File: config.mk
export PLATFORM = sky130hd
export DESIGN_NAME = fold_sched
export DESIGN_NICKNAME = d
export VERILOG_FILES = /design/src/rtl/fold_sched.sv
export SDC_FILE = /design/constraint.sdc
export NUM_CORES = 1
export LEC_CHECK = 0
export CORE_MARGIN = 8
export CORE_UTILIZATION = 47
export CTS_BUF_LIST = sky130_fd_sc_hd__clkbuf_16
export DETAILED_ROUTE_END_ITERATION = 8
export PLACE_DENSITY = 0.8
export SYNTH_ARGS = -nofsm -noshare
export SYNTH_HDL_FRONTEND = slang
export SYNTH_SLANG_ARGS = --single-unit
File: constraint.sdc
create_clock -name clk -period 1.9 [get_ports clk]
set_input_delay 0.19 -clock clk [delete_from_list [all_inputs] [get_ports clk]]
set_output_delay 0.19 -clock clk [all_outputs]
set_load 0.01 [all_outputs]
File: src/rtl/fold_sched.sv
// fold_sched: round-robin packet scheduler for the shared 16-to-8 XOR fold unit, one signature per packet.
// Optional FOLD_PARITY_EN adds sig_par, the even-parity bit of all accepted packet bits.
module fold_sched #(
  parameter int LEN_W = 8
) (
  input  logic             clk,
  input  logic             rst_n,
  input  logic [1:0]       req_valid,
  input  logic [31:0]      req_data,
  input  logic [1:0]       req_last,
  output logic [1:0]       req_ready,
  output logic             sig_valid,
  input  logic             sig_ready,
  output logic [7:0]       sig_data,
  output logic             sig_id,
  output logic [LEN_W-1:0] sig_len,
`ifdef FOLD_PARITY_EN
  output logic             sig_par,
`endif
  output logic             busy
);
  typedef enum logic {IDLE, BUSY} state_t;
  state_t state_q, state_d;
  logic grant_q, grant_d, rr_ptr_q, rr_ptr_d;
  logic [7:0] acc_q, acc_d, sig_data_q, sig_data_d;
  logic [LEN_W-1:0] cnt_q, cnt_d, sig_len_q, sig_len_d, cnt_inc;
  logic sig_valid_q, sig_valid_d, sig_id_q, sig_id_d;
  logic [15:0] beat_data;
  logic [7:0] fold;
  logic hold, accept;
`ifdef FOLD_PARITY_EN
  logic par_q, par_d, sig_par_q, sig_par_d;
`endif
  assign beat_data = grant_q ? req_data[31:16] : req_data[15:0];
  assign fold = beat_data[7:0] ^ beat_data[15:8];
  assign hold = sig_valid_q && !sig_ready;
  assign cnt_inc = (&cnt_q) ? cnt_q : cnt_q + 1'b1;
  assign busy = (state_q == BUSY);
  assign sig_valid = sig_valid_q;
  assign sig_data = sig_data_q;
  assign sig_id = sig_id_q;
  assign sig_len = sig_len_q;
`ifdef FOLD_PARITY_EN
  assign sig_par = sig_par_q;
`endif
  always_comb begin
    state_d = state_q;
    grant_d = grant_q;
    rr_ptr_d = rr_ptr_q;
    acc_d = acc_q;
    cnt_d = cnt_q;
    sig_valid_d = sig_valid_q;
    sig_data_d = sig_data_q;
    sig_id_d = sig_id_q;
    sig_len_d = sig_len_q;
    req_ready = '0;
`ifdef FOLD_PARITY_EN
    par_d = par_q;
    sig_par_d = sig_par_q;
`endif
    if (state_q == IDLE) begin
      if (|req_valid) begin
        grant_d = req_valid[rr_ptr_q] ? rr_ptr_q : ~rr_ptr_q;
        state_d = BUSY;
      end
    end else begin
      // a last beat must wait until the output slot can take its signature
      req_ready[grant_q] = !(req_last[grant_q] && hold);
    end
    accept = req_valid[grant_q] && req_ready[grant_q];
    if (sig_valid_q && sig_ready) sig_valid_d = 1'b0;
    if (accept && req_last[grant_q]) begin
      sig_data_d = acc_q ^ fold;
      sig_id_d = grant_q;
      sig_len_d = cnt_inc;
      sig_valid_d = 1'b1;
      acc_d = '0;
      cnt_d = '0;
      rr_ptr_d = ~grant_q;
      state_d = IDLE;
`ifdef FOLD_PARITY_EN
      sig_par_d = par_q ^ (^beat_data);
      par_d = 1'b0;
`endif
    end else if (accept) begin
      acc_d = acc_q ^ fold;
      cnt_d = cnt_inc;
`ifdef FOLD_PARITY_EN
      par_d = par_q ^ (^beat_data);
`endif
    end
  end
  always_ff @(posedge clk or negedge rst_n) begin
    if (!rst_n) begin
      state_q <= IDLE;
      grant_q <= 1'b0;
      rr_ptr_q <= 1'b0;
      acc_q <= '0;
      cnt_q <= '0;
      sig_valid_q <= 1'b0;
      sig_data_q <= '0;
      sig_id_q <= 1'b0;
      sig_len_q <= '0;
`ifdef FOLD_PARITY_EN
      par_q <= 1'b0;
      sig_par_q <= 1'b0;
`endif
    end else begin
      state_q <= state_d;
      grant_q <= grant_d;
      rr_ptr_q <= rr_ptr_d;
      acc_q <= acc_d;
      cnt_q <= cnt_d;
      sig_valid_q <= sig_valid_d;
      sig_data_q <= sig_data_d;
      sig_id_q <= sig_id_d;
      sig_len_q <= sig_len_d;
`ifdef FOLD_PARITY_EN
      par_q <= par_d;
      sig_par_q <= sig_par_d;
`endif
    end
  end
endmodule

==> flow_summary.toml, run 1 <==
[outcome]
status = "finished with violations"
violations = "hold timing"

[power_and_ir_drop]
p_leak_uw = 0.00126
total_power_uw = 3730
power_density_mw_per_mm2 = 1300
vdd_drop_max_uv = 723

[clocking]
numCtsBuffers = 5
cts_hold_buf = 0
htreeDepth = 2
cts_sinks = 37
cts_root_buf = "clkbuf_16"
path_clk_slew_ps = 60
clock_latency_ps = 290
cts_tree = "built"
cts_max_path_buffers = 2

[placement]
gp_congestion = 0.798
dp_hpwl_mm = 3.34
port_buffers = 59

[sta]
post-route-min-period_ps = 1810
slew_headroom = 0.458
tns_ps = 0
setup_viol = 0
fin_skew_ps = 6.24
grt_setup_unrepaired = "false"
maxSlewViolCount = 0
finalHoldViolations = 4
tightest_slew_ps = 813
fin_hold_ws_ps = -0.597
fin_crit_sh = 0.954
fmax_mhz = 551

[worst_hold_path]
hold_class = "in -> async"

[worst_setup_path]
cpMaxStageDelayCell = "clkdlybuf4s50_1"
cp_slowest_stage_delay_ps = 540
critPathBufInv = 1
timing.critical_path.required_ps = 1710
path_cells = "mux2i_2, o21ai_1, nor2_1, clkdlybuf4s50_1"
critPathCaptureType = "output pin"
crit_fanout = 3
critPathTopFamily = "buffers and inverters"
path_class = "reg -> out"
cp.arrival_ps = 1620
start_kind = "flip-flop"

[die]
core.rowCount = 24
num_io_pins = 60
start_util = 0.475
die-area_mm2 = 0.00666
die_y_um = 81.6
coreArea_mm2 = 0.00426
die-width_um = 81.6

[routing]
vias_per_cell = 5.33
wl_per_cell_um = 14.9
initialDrtViolationCount = 36
drc = 0
via_count = 1605
drt_pass1_iterations = 4
ant_nets = 0
drt-total-wl_mm = 4.49

[synth]
synthFlopType = "dfrtp_1"
synth-seq-cells = 37
netlist_area_mm2 = 0.00202
postSynthCellCount = 180
synth.distinct_cells = 41
yosysTopAreaCellShare = 0.457
ys_top_cells_by_area = "dfrtp_1 46%, xor2_1 6.9%, xnor2_1 5.2%"
synth-edff-count = 0
synth_top_area_cell = "dfrtp_1"
avgSynthCellArea_um2 = 11.2
synthesis.nets = 220
ys_seq_area_frac = 0.457
async_flop_share = 1.00
yosysWarnings = 0

[global_route]
grtUsageTotal = 0.147
grt_pass1_wl_mm = 7.61
grt_pass1_vias = 1677
overflow = 0
antenna_found_initial = 0
grt_start_max_net_pins = 38

[finish]
fill_cells = 345
area_delta_synth_final_pct = 41.7
mostFrequentLayoutCells = "56 x clkdlybuf4s50_1, 37 x dfrtp_1, 16 x xor2_1, 13 x nand2_1, 12 x xnor2_1"
n_antenna_cell = 0
final_layout_size_suffix_gt1_frac = 0.145
final_common_cell = "clkdlybuf4s50_1"
nets = 288

[flow_run]
drv_cap = 0
-- metrics by stage --
step	worst slack [ps]	utilization	hold slack, ps	cells	cell area (µm²)
floorplan	275	-	-106	180	2020
global placement	65.0	0.638	325	293	2720
detailed placement	23.9	0.638	330	293	2720
CTS	14.6	0.671	28.9	301	2860
global route	11.6	0.673	71.0	301	2870
finish	86.7	0.673	-0.597	301	2870
-- worst paths after layout --
| check | startpoint | endpoint | slack, ps | depth (start not counted) |
|---|---|---|---|---|
| min | rst_n | sig_len[3]$_DFFE_PN0P_ | -0.6 | 1 |
| max | grant_q$_DFFE_PN0P_ | req_ready[0] | 90 | 4 |
| max in group asynchronous | rst_n | busy$_DFF_PN0_ | 1380 | 1 |
| max reg2reg | cnt_q[0]$_DFFE_PN0P_ | cnt_q[4]$_DFFE_PN0P_ | 250 | 5 |
| min reg2reg | sig_len[2]$_DFFE_PN0P_ | sig_len[2]$_DFFE_PN0P_ | 470 | 2 |
| min in group clk | req_last[1] | rr_ptr_q$_DFFE_PN0P_ | 270 | 2 |
-- state kept, by name, indices dropped and copies added (netlist names) --
signal     count
acc_q          8
busy           1
cnt_q          8
grant_q        1
rr_ptr_q       1
sig_data       8
sig_id         1
sig_len        8
sig_valid      1
-- metal layers --
layer  part of all wire  vias up  GRT usage
li1                   -      782          -
met1               0.41      765      0.164
met2               0.49       48      0.240
met3              0.076       10     0.0525
met4              0.022        0     0.0807
met5                  0        -          0
-- synthesized netlist by cell type, drive strengths merged (2+ instances only) --
master,n
dfrtp,37
a22o,10
clkbuf,3
o21ai,8
buf,7
nor2,6
and3b,2
nand2,13
o31ai,2
xnor2,12
nand2b,5
and4,2
mux2,11
nand3,2
nand4,2
a31oi,4
xor2,16
a32o,2
a21oi,9
mux2i,11
inv,4
-- report_power, final --
group          total (µW)  switching, µW  internal [µW]  leakage [µW]
clock network         809            328            481     0.0000696
logic                1710            749            958      0.000713
registers            1210            175           1040      0.000475
total                3730           1250           2480       0.00126
-- cell type report --
| type | instances | area (µm²) | share of cell area |
|---|---|---|---|
| Clock buffer | 5 | 125 | 0.0436 |
| Multi-Input combinational cell | 129 | 1010 | 0.353 |
| Inverter | 4 | 15.0 | 0.00524 |
| Timing Repair Buffer | 71 | 706 | 0.246 |
| Tap cell | 52 | 65.1 | 0.0227 |
| Clock inverter | 3 | 17.5 | 0.00611 |
| Sequential cell | 37 | 926 | 0.323 |
-- cell families (layout without fill, tap and decap cells) --
group / Yosys count / after routing / share of synthesized area
AOI/OAI and AO/OA: 43 / 43 / 0.158
xor gates and xnor gates: 28 / 28 / 0.121
adders and majority gates: 1 / 1 / 0.00618
buffers and inverters: 14 / 83 / 0.0420
DFF: 37 / 37 / 0.457
muxes: 22 / 22 / 0.119
and+or+nand+nor: 35 / 35 / 0.0964
-- timing repair --
action                     in CTS  in global routing
resized for setup               0                  3
setup endpoints to repair       0                  2
buffers inserted                0                  0
-- worst reg2reg max path, delay by kind of cell (launching register included) --
family                   cells  cell delay [ps]
AND/OR/NAND/NOR              2              330
AO/OA/AOI/OAI                2              350
adder cells (fa/ha/maj)      1              360
flip-flops                   1              480
No activity file was read; power rests on OpenSTA's default activity.
==> run 2: changes to the inputs <==
Settings changed: GPL_TIMING_DRIVEN from default to 1, SLEW_MARGIN from default to 20.
==> results of run 2 <==
The final DEF is identical to that of run 1; final timing and power are the same.
==> run 3: changes to the inputs <==
Settings changed: ABC_AREA from default to 0, CORE_ASPECT_RATIO from default to 0.5.
==> flow_summary.toml, run 3 (same netlist as run 1, synthesis figures left out) <==
[finish]
nets = 290
mostFrequentLayoutCells = "56 x clkdlybuf4s50_1, 37 x dfrtp_1, 16 x xor2_1, 13 x nand2_1, 13 x buf_4"
area_delta_synth_final_pct = 44.1
n_antenna_cell = 0
finalNonFillerCells = 308
final_common_cell = "clkdlybuf4s50_1"
multi_input_area_mm2 = 0.00101
fill_cells = 340
register_area_um2 = 926
final_layout_size_suffix_gt1_frac = 0.151

[routing]
drt-total-wl_mm = 5.16
ant_nets = 0
drc = 0
drt_pass1_iterations = 4
wl_per_cell_um = 16.8
vias_per_cell = 5.31
initialDrtViolationCount = 66
via_count = 1635

[worst_setup_path]
start_kind = "flip-flop"
cp_slowest_stage_delay_ps = 410
reg2regPathDepth = 6
r2r-start = "grant_q$_DFFE_PN0P_"
critPathCaptureType = "output pin"
timing.critical_path.required_ps = 1710
path_class = "reg -> out"
crit_fanout = 3
path_cells = "mux2i_2, o21ai_0, nor2_1, dlygate4sd2_1"
cp.arrival_ps = 1540
r2r-end = "cnt_q[5]$_DFFE_PN0P_"
cpMaxStageDelayCell = "dfrtp_1"
endpoint = "req_ready[0]"
crit_start = "grant_q$_DFFE_PN0P_"
r2r_slack_ps = 180

[global_route]
met2_usage = 0.238
grt_pass1_wl_mm = 8.51
antenna_found_initial = 0
grt_pass1_vias = 1672
top_usage_layer = "met2"
grtUsageMet1 = 0.213
overflow = 0
use_met3 = 0.0586
grt_start_max_net_pins = 38
grtUsageTotal = 0.160

[clocking]
cts_sinks = 37
path_clk_slew_ps = 60
htreeDepth = 2
clock_latency_ps = 280
cts_tree = "built"
cts_max_path_buffers = 2
post_cts_buffers = 0
numCtsBuffers = 5
cts_root_buf = "clkbuf_16"

[sta]
finalHoldViolations = 2
post-route-min-period_ps = 1730
grt_setup_unrepaired = "false"
fmax_mhz = 579
fin_skew_ps = 5.18
slew_headroom = 0.454
maxSlewViolCount = 0
fin_crit_sh = 0.908
tns_ps = 0
fin_hold_ws_ps = -1.66
tightest_slew_ps = 819
setup_viol = 0

[worst_hold_path]
hold_class = "in -> async"

[die]
coreArea_mm2 = 0.00428
die_y_um = 62.4
die-area_mm2 = 0.00679
die-width_um = 109
num_io_pins = 60
start_util = 0.474
core.rowCount = 17

[placement]
dp_hpwl_mm = 3.84
port_buffers = 59
placed_cells = 300
gp_congestion = 0.831

[outcome]
violations = "hold timing"
status = "finished with violations"

[power_and_ir_drop]
p_leak_uw = 0.00127
vdd_drop_max_uv = 770
power_density_mw_per_mm2 = 1370

[flow_run]
drv_cap = 0
[run 3: cell count changes in the layout (fill, tap and decap cells not counted)]
cell / before / now
buf_12: 2 / 1
buf_4: 10 / 13
bufinv_16: 0 / 2
clkinv_2: 2 / 1
clkinvlp_4: 1 / 0
dlygate4sd2_1: 0 / 2
dlymetal6s2s_1: 2 / 0
o21ai_0: 7 / 8
o21ai_1: 1 / 0
[run 3: timing repair]
action,4_1_cts,5_1_grt
setup endpoints to repair,2,0
resized for setup,2,0
hold endpoints to repair,0,0
hold buffers,0,0
[run 3: cell type report]
class,instances,share of cell area
clock inverter,3,0.0223
clock buffer,5,0.0429
inverter,4,0.00515
timing repair buffer,73,0.240
multi-input combinational,129,0.347
sequential,37,0.317
tap,57,0.0245
[run 3: per-layer routing]
metal	wire [µm]	share of wire	up-vias
li1	-	-	792
met1	2300	0.45	772
met2	2290	0.44	65
met3	528	0.10	6
met4	42	0.0081	0
met5	0	0	-
[run 3: critical path, delay by kind of cell (launching register included)]
family	cells	cell delay, ps
flip-flops	1	410
buffers and inverters	1	300
AO/OA/AOI/OAI	1	290
multiplexers	1	160
AND/OR/NAND/NOR	1	90
[run 3: worst min path at each step]
stage	startpoint	endpoint	slack, ps	cells past startpoint
6_report	rst_n	sig_len[4]$_DFFE_PN0P_	-2	1
5_1_grt	rst_n	busy$_DFF_PN0_	80	1
4_1_cts	rst_n	sig_len[4]$_DFFE_PN0P_	40	1
3_5_place_dp	rst_n	sig_len[4]$_DFFE_PN0P_	340	1
3_3_place_gp	rst_n	sig_len[4]$_DFFE_PN0P_	330	1
2_1_floorplan	rst_n	acc_q[0]$_DFFE_PN0P_	-110	0
[run 3: through the flow]
stage | util | area, µm² | worst slack [ps] | total power [µW]
after floorplan | - | 2020 | 275 | 2180
after global placement | 0.638 | 2730 | 28.9 | 2900
after detailed placement | 0.638 | 2730 | 3.96 | 2950
after CTS | 0.682 | 2920 | 167 | 4030
after global routing | 0.682 | 2920 | 54.8 | 4220
final | 0.682 | 2920 | 174 | 4000
[run 3: power breakdown]
group | leakage (µW) | internal (µW) | switching [µW]
Clock | 0.0000938 | 749 | 326
Sequential | 0.000475 | 1040 | 171
Combinational | 0.000703 | 928 | 783
